File: config.mk
export PLATFORM = sky130hd
export DESIGN_NAME = motoro3_commutator
export DESIGN_NICKNAME = d
export VERILOG_FILES = /design/src/rtl/motoro3_commutator.sv
export SDC_FILE = /design/constraint.sdc
export NUM_CORES = 1
export LEC_CHECK = 0
export CAP_MARGIN = 10
export CORE_ASPECT_RATIO = 0.7
export CORE_MARGIN = 3
export CORE_UTILIZATION = 50
export CTS_CLUSTER_DIAMETER = 40
export DETAILED_ROUTE_END_ITERATION = 10
export HOLD_SLACK_MARGIN = 0.12
export PLACE_DENSITY = 0.77
export SKIP_LAST_GASP = 1
export SLEW_MARGIN = 15
export SYNTH_ARGS = -nofsm -noshare
export SYNTH_HDL_FRONTEND = slang
export SYNTH_SLANG_ARGS = --single-unit
File: constraint.sdc
create_clock -name clk -period 3.4 [get_ports clk]
set_input_delay 0.34 -clock clk [delete_from_list [all_inputs] [get_ports clk]]
set_output_delay 0.34 -clock clk [all_outputs]
set_load 0.05 [all_outputs]
File: src/rtl/motoro3_commutator.sv
`default_nettype none
// ============================================================================
//  Module      : motoro3_commutator
//  Description : Parametrised 3-phase commutation sequencer. Steps through
//                STEPS commutation states, forward or reverse, at a period
//                of (reload+1) clocks where reload = freq << CNT_SHIFT.
//                Supports restart on a start rising edge, a timed brake
//                state followed by idle, and a one-cycle step strobe.
//                Optional soft start is compiled in with MOTORO3_RAMP_EN.
//  Ports       : clk      - system clock, rising edge
//                rst      - synchronous reset, active high
//                start    - level; rising edge starts/restarts the sequence
//                stop     - level; high requests brake
//                dir      - 0 forward (1..STEPS), 1 reverse (STEPS..1)
//                freq     - period control, sampled at each reload
//                step     - 0 idle, 1..STEPS run, STEPS+1 brake
//                cnt      - period down-counter
//                step_stb - one-cycle pulse on every step load/advance
//                busy     - high whenever step != 0
//  Revision    : 1.0  initial release
// ============================================================================
module motoro3_commutator #(
    parameter int FREQ_W    = 10,
    parameter int CNT_SHIFT = 6,
    parameter int STEPS     = 6,
    parameter int BRAKE_CYC = 16,
    parameter int CNT_W     = FREQ_W + CNT_SHIFT + 3
) (
    input  logic              clk,
    input  logic              rst,
    input  logic              start,
    input  logic              stop,
    input  logic              dir,
    input  logic [FREQ_W-1:0] freq,
    output logic [3:0]        step,
    output logic [CNT_W-1:0]  cnt,
    output logic              step_stb,
    output logic              busy
);

    localparam int         BC_W         = (BRAKE_CYC > 1) ? $clog2(BRAKE_CYC) : 1;
    localparam logic [3:0] c_STEP_IDLE  = 4'd0;
    localparam logic [3:0] c_STEP_FIRST = 4'd1;
    localparam logic [3:0] c_STEP_LAST  = 4'(STEPS);
    localparam logic [3:0] c_STEP_BRAKE = 4'(STEPS + 1);
    localparam logic [BC_W-1:0] c_BRAKE_LOAD = BC_W'(BRAKE_CYC - 1);

    typedef enum logic [1:0] {
        S_IDLE  = 2'd0,
        S_RUN   = 2'd1,
        S_BRAKE = 2'd2
    } state_t;

    state_t            r_state, w_state_nxt;
    logic [3:0]        r_step,  w_step_nxt;
    logic [CNT_W-1:0]  r_cnt,   w_cnt_nxt;
    logic              r_stb,   w_stb_nxt;
    logic [BC_W-1:0]   r_bcnt,  w_bcnt_nxt;
    logic              r_start_q;

    logic              w_start_up;
    logic              w_freq_zero;
    logic              w_wrap;
    logic [3:0]        w_step_adv;
    logic [CNT_W-1:0]  w_freq_ext;
    logic [CNT_W-1:0]  w_reload_start;
    logic [CNT_W-1:0]  w_reload_adv;

    assign w_start_up  = start & ~r_start_q;
    assign w_freq_zero = (freq == '0);
    assign w_freq_ext  = CNT_W'(freq);

    // Wrap is "completing an electrical turn": past the last step in the
    // current direction. dir is sampled here, at the advance itself.
    always_comb begin
        w_wrap     = 1'b0;
        w_step_adv = r_step;
        if (dir == 1'b0) begin
            if (r_step == c_STEP_LAST) begin
                w_wrap     = 1'b1;
                w_step_adv = c_STEP_FIRST;
            end else begin
                w_step_adv = r_step + 4'd1;
            end
        end else begin
            if (r_step == c_STEP_FIRST) begin
                w_wrap     = 1'b1;
                w_step_adv = c_STEP_LAST;
            end else begin
                w_step_adv = r_step - 4'd1;
            end
        end
    end

`ifdef MOTORO3_RAMP_EN
    // Soft start: extra shift starts at 3 on every (re)start and drops by one
    // per completed turn, so the first turn runs 8x slower, then 4x, 2x, 1x.
    logic [1:0] r_rs, w_rs_nxt, w_rs_adv;

    assign w_rs_adv       = (w_wrap && (r_rs != 2'd0)) ? (r_rs - 2'd1) : r_rs;
    assign w_reload_start = w_freq_ext << (CNT_SHIFT + 3);
    assign w_reload_adv   = w_freq_ext << (CNT_SHIFT + int'(w_rs_adv));
`else
    assign w_reload_start = w_freq_ext << CNT_SHIFT;
    assign w_reload_adv   = w_freq_ext << CNT_SHIFT;
`endif

    always_comb begin
        w_state_nxt = r_state;
        w_step_nxt  = r_step;
        w_cnt_nxt   = r_cnt;
        w_stb_nxt   = 1'b0;
        w_bcnt_nxt  = r_bcnt;
`ifdef MOTORO3_RAMP_EN
        w_rs_nxt    = r_rs;
`endif
        case (r_state)
            S_IDLE: begin
                // stop only matters here when it arrives with a start edge
                if (w_start_up) begin
                    if (stop) begin
                        w_state_nxt = S_BRAKE;
                        w_step_nxt  = c_STEP_BRAKE;
                        w_cnt_nxt   = '0;
                        w_bcnt_nxt  = c_BRAKE_LOAD;
                        w_stb_nxt   = 1'b1;
                    end else if (!w_freq_zero) begin
                        w_state_nxt = S_RUN;
                        w_step_nxt  = dir ? c_STEP_LAST : c_STEP_FIRST;
                        w_cnt_nxt   = w_reload_start;
                        w_stb_nxt   = 1'b1;
`ifdef MOTORO3_RAMP_EN
                        w_rs_nxt    = 2'd3;
`endif
                    end
                end
            end
            S_RUN: begin
                // A zero freq at any reload point is treated as a stop.
                if (stop || (w_start_up && w_freq_zero) ||
                    (!w_start_up && (r_cnt == '0) && w_freq_zero)) begin
                    w_state_nxt = S_BRAKE;
                    w_step_nxt  = c_STEP_BRAKE;
                    w_cnt_nxt   = '0;
                    w_bcnt_nxt  = c_BRAKE_LOAD;
                    w_stb_nxt   = 1'b1;
                end else if (w_start_up) begin
                    w_step_nxt  = dir ? c_STEP_LAST : c_STEP_FIRST;
                    w_cnt_nxt   = w_reload_start;
                    w_stb_nxt   = 1'b1;
`ifdef MOTORO3_RAMP_EN
                    w_rs_nxt    = 2'd3;
`endif
                end else if (r_cnt == '0) begin
                    w_step_nxt  = w_step_adv;
                    w_cnt_nxt   = w_reload_adv;
                    w_stb_nxt   = 1'b1;
`ifdef MOTORO3_RAMP_EN
                    w_rs_nxt    = w_rs_adv;
`endif
                end else begin
                    w_cnt_nxt   = r_cnt - 1'b1;
                end
            end
            S_BRAKE: begin
                // start edges are deliberately ignored until idle
                if (r_bcnt == '0) begin
                    w_state_nxt = S_IDLE;
                    w_step_nxt  = c_STEP_IDLE;
                    w_cnt_nxt   = '0;
                end else begin
                    w_bcnt_nxt  = r_bcnt - 1'b1;
                end
            end
            default: begin
                w_state_nxt = S_IDLE;
                w_step_nxt  = c_STEP_IDLE;
                w_cnt_nxt   = '0;
                w_bcnt_nxt  = '0;
            end
        endcase
    end

    always_ff @(posedge clk) begin
        if (rst) begin
            r_state   <= S_IDLE;
            r_step    <= c_STEP_IDLE;
            r_cnt     <= '0;
            r_stb     <= 1'b0;
            r_bcnt    <= '0;
            r_start_q <= 1'b0;
        end else begin
            r_state   <= w_state_nxt;
            r_step    <= w_step_nxt;
            r_cnt     <= w_cnt_nxt;
            r_stb     <= w_stb_nxt;
            r_bcnt    <= w_bcnt_nxt;
            r_start_q <= start;
        end
    end

`ifdef MOTORO3_RAMP_EN
    always_ff @(posedge clk) begin
        if (rst) begin
            r_rs <= 2'd0;
        end else begin
            r_rs <= w_rs_nxt;
        end
    end
`endif

    assign step     = r_step;
    assign cnt      = r_cnt;
    assign step_stb = r_stb;
    assign busy     = (r_step != c_STEP_IDLE);

endmodule
`default_nettype wire

==> out/summary.md, run 1 <==
Yosys attributes the largest share of cell area to dfxtp_1 (30%), nor2_1 (6.8%), ha_1 (4.8%). The tools report the overall fraction of global-route tracks in use as 23.4%. The clock-pin slew of the registers on the worst-case setup and hold paths is 60 ps, and the number of standard-cell rows in the floorplan is 19. The repair_antennas step left the layout with diodes totalling 0. The terminating pin of the worst hold path is r_bcnt[0]. Counting the buffers created by CTS gives 5. For this run, the post-layout net count is 333.

The post-synthesis sequential element count was 31. The worst reg2reg path endpoint was cnt[6]. STA puts the critical path data required time at 3610 ps. Global routing finished with a remaining overflow of 0. The path class of the tightest hold or removal check is reg2reg.

For this design the ratio of total power to cell area is 633 nW/um2. For the iteration-0 DRC count of the detailed router, the log shows 375. The setup check on the worst reg-to-reg path leaves a slack of 970 ps. Buffers added to address setup during post-CTS repair amount to 0. CTS saw 31 sinks.

Setup repair after global routing left no endpoint under its margin. The area growth from synthesis to layout is 23.7%. The biggest area contributor in the post-synthesis netlist is dfxtp_1. The largest fanout of any net on the critical path works out to 11. TritonCTS built the clock tree. Largest net degree at the start of global routing: 20.

The finished layout holds 362 standard cells, fillers aside. The startpoint identified for the worst register-to-register timing path is r_bcnt[0]. Highest ir drop seen on vdd: 387 uV.

STA puts the critical path data arrival time at 2720 ps. Static timing analysis puts the maximum clock frequency at 398 MHz. The initial antenna violation count was 0. In the synthesized netlist the dominant register cell turns out to be dfxtp_1. Summed over all cells, the static leakage comes to 0.000990 uW. In this run the tightest slew margin relative to its limit is 46.1%. The via count of the first global-routing pass is 1892.

Once placement completed, the tool counted placed cells totaling 355. The overall power came out at 1650 uW. For the number of violations of the max-capacitance limit, the log shows 0. The fraction of synthesized cell area taken by the top area cell type works out to 29.5%.

After clock tree synthesis, the flow added hold-fix buffers numbering 0. The startpoint identified for the worst hold timing path is r_bcnt[0]. The maximum level of the CTS H-tree was 2. The slew at the pin closest to its max-slew limit was 803 ps; the post-route antenna net violation count was 0. After detailed routing, the average wire length per cell comes to 16.2 um. STA classifies the critical path endpoint as a flop.

The routed via count divided by cell count works out to 6.16. The flow ran to the end, and the final reports show no timing, DRC or antenna violations. The run gives 5030 um2 as the total die area. Depth of the most critical reg-to-reg path: 8. For the number of synthesis warnings, the log shows 0. From bottom edge to top edge, the die measures 60.3 um. The netlist area before placement was 2100 um2. Counting flops with a built-in enable in the synthesized netlist gives 0. The total number of vias came out at 2230. The final critical path takes up 74.0% of the cycle. The post-synthesis cell type count is 55, and the clock tree buffer depth is 2. The tools report the number of nets produced by synthesis as 295.

Post-CTS repair changed the size of 0 cells. Between clock sinks in the finished design, the worst skew comes to 4.82 ps. The pre-antenna-repair detailed-routing pass consisted of 6 iterations.

The worst setup path category is in2reg. The detailed-placement wirelength estimate was 4300 um; the clock insertion delay at the later pin of the skew report was 290 ps. In this run the tool buffered the top-level ports with 39 buffer cells.

By count the netlist is led by nor2_1 (38), dfxtp_1 (31), nand2_1 (21). The total DRC errors in the routed layout is 0, and the total I/O pin count is 40. The final hold violation count is 0.

The layout cell share with drive strength beyond 1 was 6.77%; the fraction of registers with async set or reset after synthesis was 0%. The width of the die is 83.5 um, and the global placer's final weighted congestion is 0.921. Setup violations remaining at the end of the flow were counted as 0. The tools report the wire length of the first global-routing pass as 9450 um.

Hold timing on the final database bottoms out at a slack of 511 ps. Most frequently used cell type in the post-synthesis netlist: nor2_1. Minimum clock period: 2510 ps. Synthesis produced a netlist whose cell count is 272. For the sequential cell area fraction in the yosys report, the log shows 29.5%. Setup total negative slack on the finished layout was measured at 0 ps. Cell depth of the worst hold path: 2. The kind of start point of the critical path was a primary input.

The routed wire length was 5850 um. The library cell used as clock root buffer was clkbuf_8. The count of final max-slew check failures is 0, and the initial standard-cell utilization of the core is 52.7%.

The core region is 3990 um2. In this run the mean area of a mapped cell was 7.73 um2.
-- placed cells by master (no fill, tap or decap), types with 2 or more instances in the layout --
cell,instances
xor2_1,6
o22ai_1,4
buf_4,4
xnor2_1,5
nand3_1,9
clkbuf_8,6
and3_1,4
a32o_1,2
ha_1,8
nand2_1,21
a21oi_1,17
nor3_1,12
and2_1,2
nor2b_1,6
inv_1,9
a31oi_1,8
dfxtp_1,31
nor4b_1,2
nor4_1,6
nor2_1,38
o21ai_0,18
a211oi_1,5
o21ai_1,2
o32ai_1,2
nand4_1,2
nor3b_1,2
a211o_2,2
a221oi_1,5
clkdlybuf4s50_1,39
nand2b_1,3
a21o_1,3
or3_1,4
-- worst max path at each step --
stage | from | end | slack (ps)
4_1_cts | freq[9] | step[3] | 980
5_1_grt | r_bcnt[0] | cnt[6] | 770
6_report | freq[3] | step[3] | 890
3_3_place_gp | freq[3] | step[3] | 740
2_1_floorplan | cnt[0] | cnt[12] | 1140
3_5_place_dp | freq[9] | step[3] | 700
-- sequential cells by signal (all words and copies together), names as in the netlist --
signal and flops:
r_state 2, step_stb 1, cnt 19, r_start_q 1, step 4, r_bcnt 4
-- critical path, stage by stage --
cell and delay, ps:
clkdlybuf4s50_1 470, nor4_1 440, nand3_1 310, o21ai_2 450, buf_4 260, o21ai_1 210, o22ai_1 230
-- cell type report --
type,count,area [um2]
clock inverters,1,5.00
repair buffers,43,420
clock buffers,6,82.6
flip-flops and latches,31,621
inverters,9,33.8
fillers,348,1390
multi-input cells,220,1370
well taps,52,65.1
-- power by group --
group          switching (uW)  total [uW]  internal (uW)
sequential               86.4         501            414
clock                     135         293            158
combinational             531         852            321
total                     752        1650            894
-- stage by stage --
| stage | cell area (um2) | worst slack, ps | utilization [%] |
|---|---|---|---|
| after floorplan | 2100 | 1140 | - |
| after global routing | 2600 | 771 | 65.1 |
| after CTS | 2600 | 980 | 65.1 |
| final | 2600 | 885 | 65.1 |
| after global placement | 2510 | 739 | 62.9 |
| after detailed placement | 2510 | 703 | 62.9 |
-- layer usage --
layer | GRT usage, % | routed length, um | vias to the layer above | share of wire [%]
met5 | 0 | 0 | - | 0
met4 | 6.65 | 84 | 0 | 1.4
met3 | 5.65 | 613 | 13 | 10
met2 | 30.8 | 2270 | 124 | 39
met1 | 36.5 | 2880 | 1010 | 49
li1 | - | - | 1083 | -
-- kinds of logic (layout without fill, tap and decap cells) --
| family | Yosys count | count (layout) | synth area share [%] |
|---|---|---|---|
| mux | 1 | 1 | 0.476 |
| xor+xnor | 11 | 11 | 4.58 |
| compound gates | 83 | 83 | 26.6 |
| simple gates | 117 | 117 | 28.9 |
| flops | 31 | 31 | 29.5 |
| fa+ha+maj | 8 | 8 | 4.76 |
| buf+inv | 21 | 59 | 5.18 |
Power figures use the tool's default switching activity.
==> run 2, diff against run 1 <==
Settings changed: CORE_UTILIZATION 50 to 47, PLACE_DENSITY 0.77 to 0.76.
Clock period 3.4 ns to 2.3 ns, I/O delays scaled along.
==> run 2 against run 1 <==
Sequential share of layout area is 1.8 points lower. Clock power grew 94%. Final cell count increased by 6.4%. Critical path type is now reg2reg. First-iteration DRC count fell by 49%. Utilization up 3.4 points. Combinational power grew 68%. Die area up 5.8%. Count of clock-buffer cells in the layout unchanged. Critical endpoint is now cnt[16]. Sequential cell count unchanged. Highest routed layer unchanged.
==> out/summary.md, run 2 (synthesized netlist as in run 1, its figures left out) <==
The flow ran to the end, and the final reports show no timing, DRC or antenna violations. Via count of the first global-routing pass: 1981 (+4.7%). The tools report the post-route core utilization as 68.5% (+3.4 points). The tools report the endpoint kind of the worst setup timing path as a flop.

The initial standard-cell utilization of the core was 51.1% (-1.5 points). The tightest min-delay check is of the reg2reg type. TritonCTS built the clock tree. The worst setup path category is reg2reg. The tools report the total I/O pin count as 40 (unchanged). The run gives 0 (unchanged) as the number of violations of the max-capacitance limit. After detailed routing, no signal wire sits above met4. The height of the die is 62.0 um (+2.8%), and the global placer's final weighted congestion is 0.979 (+6.3%). The largest fanout of any net on the critical path was 8 (-3).

The run gives 0 (unchanged) as the count of final max-slew check failures. For the fraction of power consumed by the clock network, the log shows 20.9% (+3.1 points). The run gives 5 (unchanged) as the number of buffers inserted during clock tree synthesis. The total number of vias came out at 2388 (+7.1%). Worst-path cell with the longest stage delay: or3b_4. Post-route cell area: 2820 um2 (+8.4%). The highest cell delay on the worst timing path was 410 ps (-60 ps); the total of fill cells in the finished design was 341 (-2.0%). The combined buffer and inverter count along the critical path is 2 (unchanged), and the power dissipated by switching net loads is 1180 uW (+57%). The number of iterations in the first detailed-routing pass was 6 (unchanged). Layout cell share with drive strength beyond 1: 15.3% (+8.5 points). The initial antenna violation count is 0 (unchanged). The relative contribution of combinational cells to total power is 52.4% (+0.6 points), and the post-route antenna net violation count is 0 (unchanged).

Static timing analysis puts the maximum clock frequency at 444 MHz. The run gives 1540 uW (+72%) as the cell-internal power. The run gives 2480 ps (-1130 ps) as the worst path required time.

For the maximum level of the CTS H-tree, the log shows 2 (unchanged). The run gives 0 (unchanged) as the count of hold buffers inserted by post-cts repair. The number of antenna cells inserted was 0 (unchanged).

The amount of wire on met3 after detailed routing is 716 um (+17%). The largest net degree at the start of global routing was 12 (-40%); the switching part of the total was 43.3% (-2.3 points). The total DRC errors in the routed layout was 0 (unchanged); the synthesis-to-layout area growth was 34.0%. The total routed wire length on the met1 layer was 3150 um (+9.4%); the routed wire length was 6590 um (+13%). The data arrival at the endpoint of the critical path was 2430 ps (-290 ps); the minimum clock period was 2250 ps. For the leakage power, the log shows 0.00111 uW (+13%). The power density of the placed cells works out to 964 nW/um2 (+52%).

Worst setup skew after layout: 7.21 ps (+2.39 ps). Walking the worst path, the cells encountered are inv_1, ha_2, or3b_4, a22oi_2, o21ai_2, buf_6, or3_1, xor2_1, nor2_1. Kind of start point of the critical path: a flop.

The run gives 2 (unchanged) as the clock tree buffer depth. The routed length on met2 was 2610 um (+15%). The overall fraction of global-route tracks in use is 25.2% (+1.8 points), and the number of clock sinks is 31 (unchanged).

The run gives 193 (-49%) as the iteration-0 DRC count of the detailed router. The number of endpoints failing setup at the final stage is 0 (unchanged). Setup repair after global routing could not meet its margin everywhere. Final hold violation count: 0 (unchanged). The cell family contributing the most delay on the critical path is simple AND/OR/NAND/NOR gates. The worst path uses 98.0% of the clock period. The highest ir drop seen on vdd is 588 uV (+52%). Leaving out fill and tap cells, the most frequent cells in the layout are clkdlybuf4s50_1 (39), nor2_1 (37), dfxtp_1 (30). The tools report the number of standard-cell rows in the floorplan as 19 (unchanged).

The run gives 10400 um (+9.7%) as the wire length of the first global-routing pass. The standard cell area after detailed placement was 2670 um2 (+6.3%); the number of nets at the end of the flow was 355 (+6.6%). Slew at the pin closest to its max-slew limit: 494 ps (-309 ps). Number of buffers inserted by port buffering: 39 (unchanged). The worst hold slack is 502 ps (-9.31 ps). The post-place setup slack was -44.4 ps (-747 ps); the width of the die was 86.0 um (+2.9%). The final worst slack was 45.5 ps (-840 ps); the average wire per standard cell was 17.1 um (+6.0%). Routed via count divided by cell count: 6.20 (+0.69%).

The library cell used as clock root buffer was clkbuf_8. The tools report the clock insertion delay at the later pin of the skew report as 290 ps (about the same). The core box area is 4110 um2 (+3.0%), and the flip-flop count of the largest register, all copies and words added is 19 (unchanged).

The tightest slew margin relative to the limit came out at 66.8% (+21 points). The detailed-placement wirelength estimate is 4900 um (+14%), and the clock-pin slew of the registers on the worst-case setup and hold paths is 70 ps (about the same). The library cell used most frequently in the layout, excluding fill and tap cells, is clkdlybuf4s50_1. The sequential group share of total power is 26.7% (-3.7 points), and the total grt overflow is 0 (unchanged).

Total die area: 5330 um2 (+5.8%).
run 2: cell type report:
type	count	area, um2	area share, %
inverters	9	33.8	1.20
multi-input cells	220	1390	49.4
clock inverters	2	35.0	1.24
clock buffers	6	82.6	2.93
well taps	52	65.1	2.31
repair buffers	65	589	20.9
flip-flops and latches	31	622	22.1
run 2: power groups by stage:
stage               clock network (uW)  registers, uW  logic [uW]
floorplan                            0            903         766
global placement                     0            730        1350
detailed placement                   0            733        1360
CTS                                577            722        1370
global route                       598            742        1530
finish                             567            725        1430
run 2: per-layer routing:
layer  vias up  GRT usage (%)
met5         -              0
met4         0           8.80
met3        16           7.51
met2       139           33.0
met1      1100           38.0
li1       1133              -
run 2: path summary, 6_finish.rpt:
path / from / end / slack (ps) / cells past startpoint
hold / removal: r_bcnt[0] / r_bcnt[0] / 500 / 2
hold reg to reg: r_bcnt[0] / r_bcnt[0] / 500 / 2
setup / recovery: r_bcnt[0] / cnt[16] / 50 / 9
setup reg to reg: r_bcnt[0] / cnt[16] / 50 / 9
run 2: worst register-to-register path: cells and delay by family (launching register included):
kind	cells	cell delay, ps
buffers and inverters	2	220
adders and majority gates	1	200
DFF	1	330
AOI/OAI and AO/OA	2	410
and+or+nand+nor	3	840
xor gates and xnor gates	1	150
run 2: repair_timing:
item                       CTS  global route
resized for setup            0             8
setup endpoints to repair    0            12
buffers inserted             0             1
run 2: through the flow:
stage / setup TNS [ps] / power (uW) / instances
2_1_floorplan: 0 / 1670 / 272
3_3_place_gp: -43.6 / 2080 / 376
3_5_place_dp: -125 / 2090 / 376
4_1_cts: 0 / 2670 / 384
5_1_grt: -291 / 2870 / 385
6_report: 0 / 2720 / 385
==> run 3, diff against run 2 <==
Settings changed: HOLD_SLACK_MARGIN 0.12 to 0.15.
==> results of run 3 <==
Same layout as run 2: the final DEF is identical, and so are final timing and power.
==> RTL edit (flow settings as in run 2) <==
The option `MOTORO3_RAMP_EN` is turned on by a define.
--- a/src/rtl/motoro3_commutator.sv
+++ b/src/rtl/motoro3_commutator.sv
@@ -21,2 +21,4 @@
 // ============================================================================
+`define MOTORO3_RAMP_EN
+
 module motoro3_commutator #(
Formal check against the unedited RTL: not equivalent (a bounded check fails within 4 cycles, from zero or initial values and one cycle with rst high).
==> RTL edit against run 2 <==
  * Worst setup slack better by 10 ps
  * Wire length up 63%
  * Total power down 0.11%
  * Die area up 38%
  * Synthesized cell count up 43%
  * Sequential share of layout area down 6.1 points
  * Critical endpoint is now cnt[10]$_SDFFE_PP0P_
  * Sequential cell count up 2
  * Largest cell class unchanged
  * Design area up 50%
  * Via count up 48%
  * Area after synthesis up 42%
==> RTL edit: results (changes against run 2) <==
place_ws_ps: -211  # -166 ps
use_met1_pct: 42.5  # +4.5 points
min_delay_worst_endpoint: "cnt[6]$_SDFFE_PP0P_"
vdd_ir_drop_max_mv: 0.376  # -36%
clock_power_share_pct: 22.6  # +1.7 points
drive_above_1_share_pct: 29.2  # +14 points
routed_wl_um: 10700  # +63%
ys_types: 70  # +27%
hold_start: "cnt[6]$_SDFFE_PP0P_"
synth_nets: 413  # +40%
max_slew.worst_pin.slew_ps: 556  # +62.2 ps
startpoint: "cnt[12]$_SDFFE_PP0P_"
dr.pass1.iters: 5  # -1
use_met3_pct: 6.40  # -1.1 points
use_met2_pct: 44.1  # +11 points
placed_area_mm2: 0.00397  # +49%
internal-power_mw: 1.59  # +3.4%
grt_pass1_wl_um: 17100  # +65%
drt_iter0_drc: 385  # +99%
fmax_ghz: 0.446  # +0.44%
dp.cells: 551  # +47%
synthTopCellsByCount: "40 x nor2_1, 35 x a21oi_1, 33 x dfxtp_1, 33 x nand2_1, 24 x o21ai_0"
powerComb_mw: 1.42
finClkSkew_ps: 6.56  # -0.655 ps
p_sw_mw: 1.12  # -4.7%
grt_max_degree: 22  # +10
ys_top_cells_by_area: "dfxtp_1 22%, mux2i_1 6.0%, a21oi_1 5.9%, nor2_1 5.0%, nand2_1 4.2%"
yosysSeqAreaShare_pct: 22.2  # -7.3 points
fin_cells: 564  # +46%
nNetsFinal: 511  # +44%
gp_congestion: 0.970  # -0.93%
outcome: "finished clean"
cp_max_fo: 5  # -3
cts_resized: 3  # +3
==> RTL edit: final cells by class <==
| cell class | count | area (um^2) | area share, % |
|---|---|---|---|
| Timing Repair Buffer | 121 | 1030 | 24.3 |
| Inverter | 12 | 45.0 | 1.07 |
| Clock buffer | 6 | 82.6 | 1.96 |
| Multi-Input combinational cell | 315 | 2260 | 53.6 |
| Clock inverter | 2 | 37.5 | 0.889 |
| Tap cell | 75 | 93.8 | 2.22 |
| Sequential cell | 33 | 673 | 15.9 |
==> RTL edit: cells by family (layout without fill, tap and decap cells) <==
kind of cell	Yosys count	in the layout	share of synthesized area (%)
buf+inv	42	141	5.62
fa+ha+maj	8	8	3.36
mux	28	28	11.0
simple gates	146	146	27.2
flops	33	33	22.2
xor+xnor	8	8	2.98
compound gates	125	125	27.8
==> RTL edit: metal layers <==
metal	wire length (um)	part of all wire, %
met1	4690	44
met2	4800	45
met3	1090	10
met4	141	1.3
met5	0	0
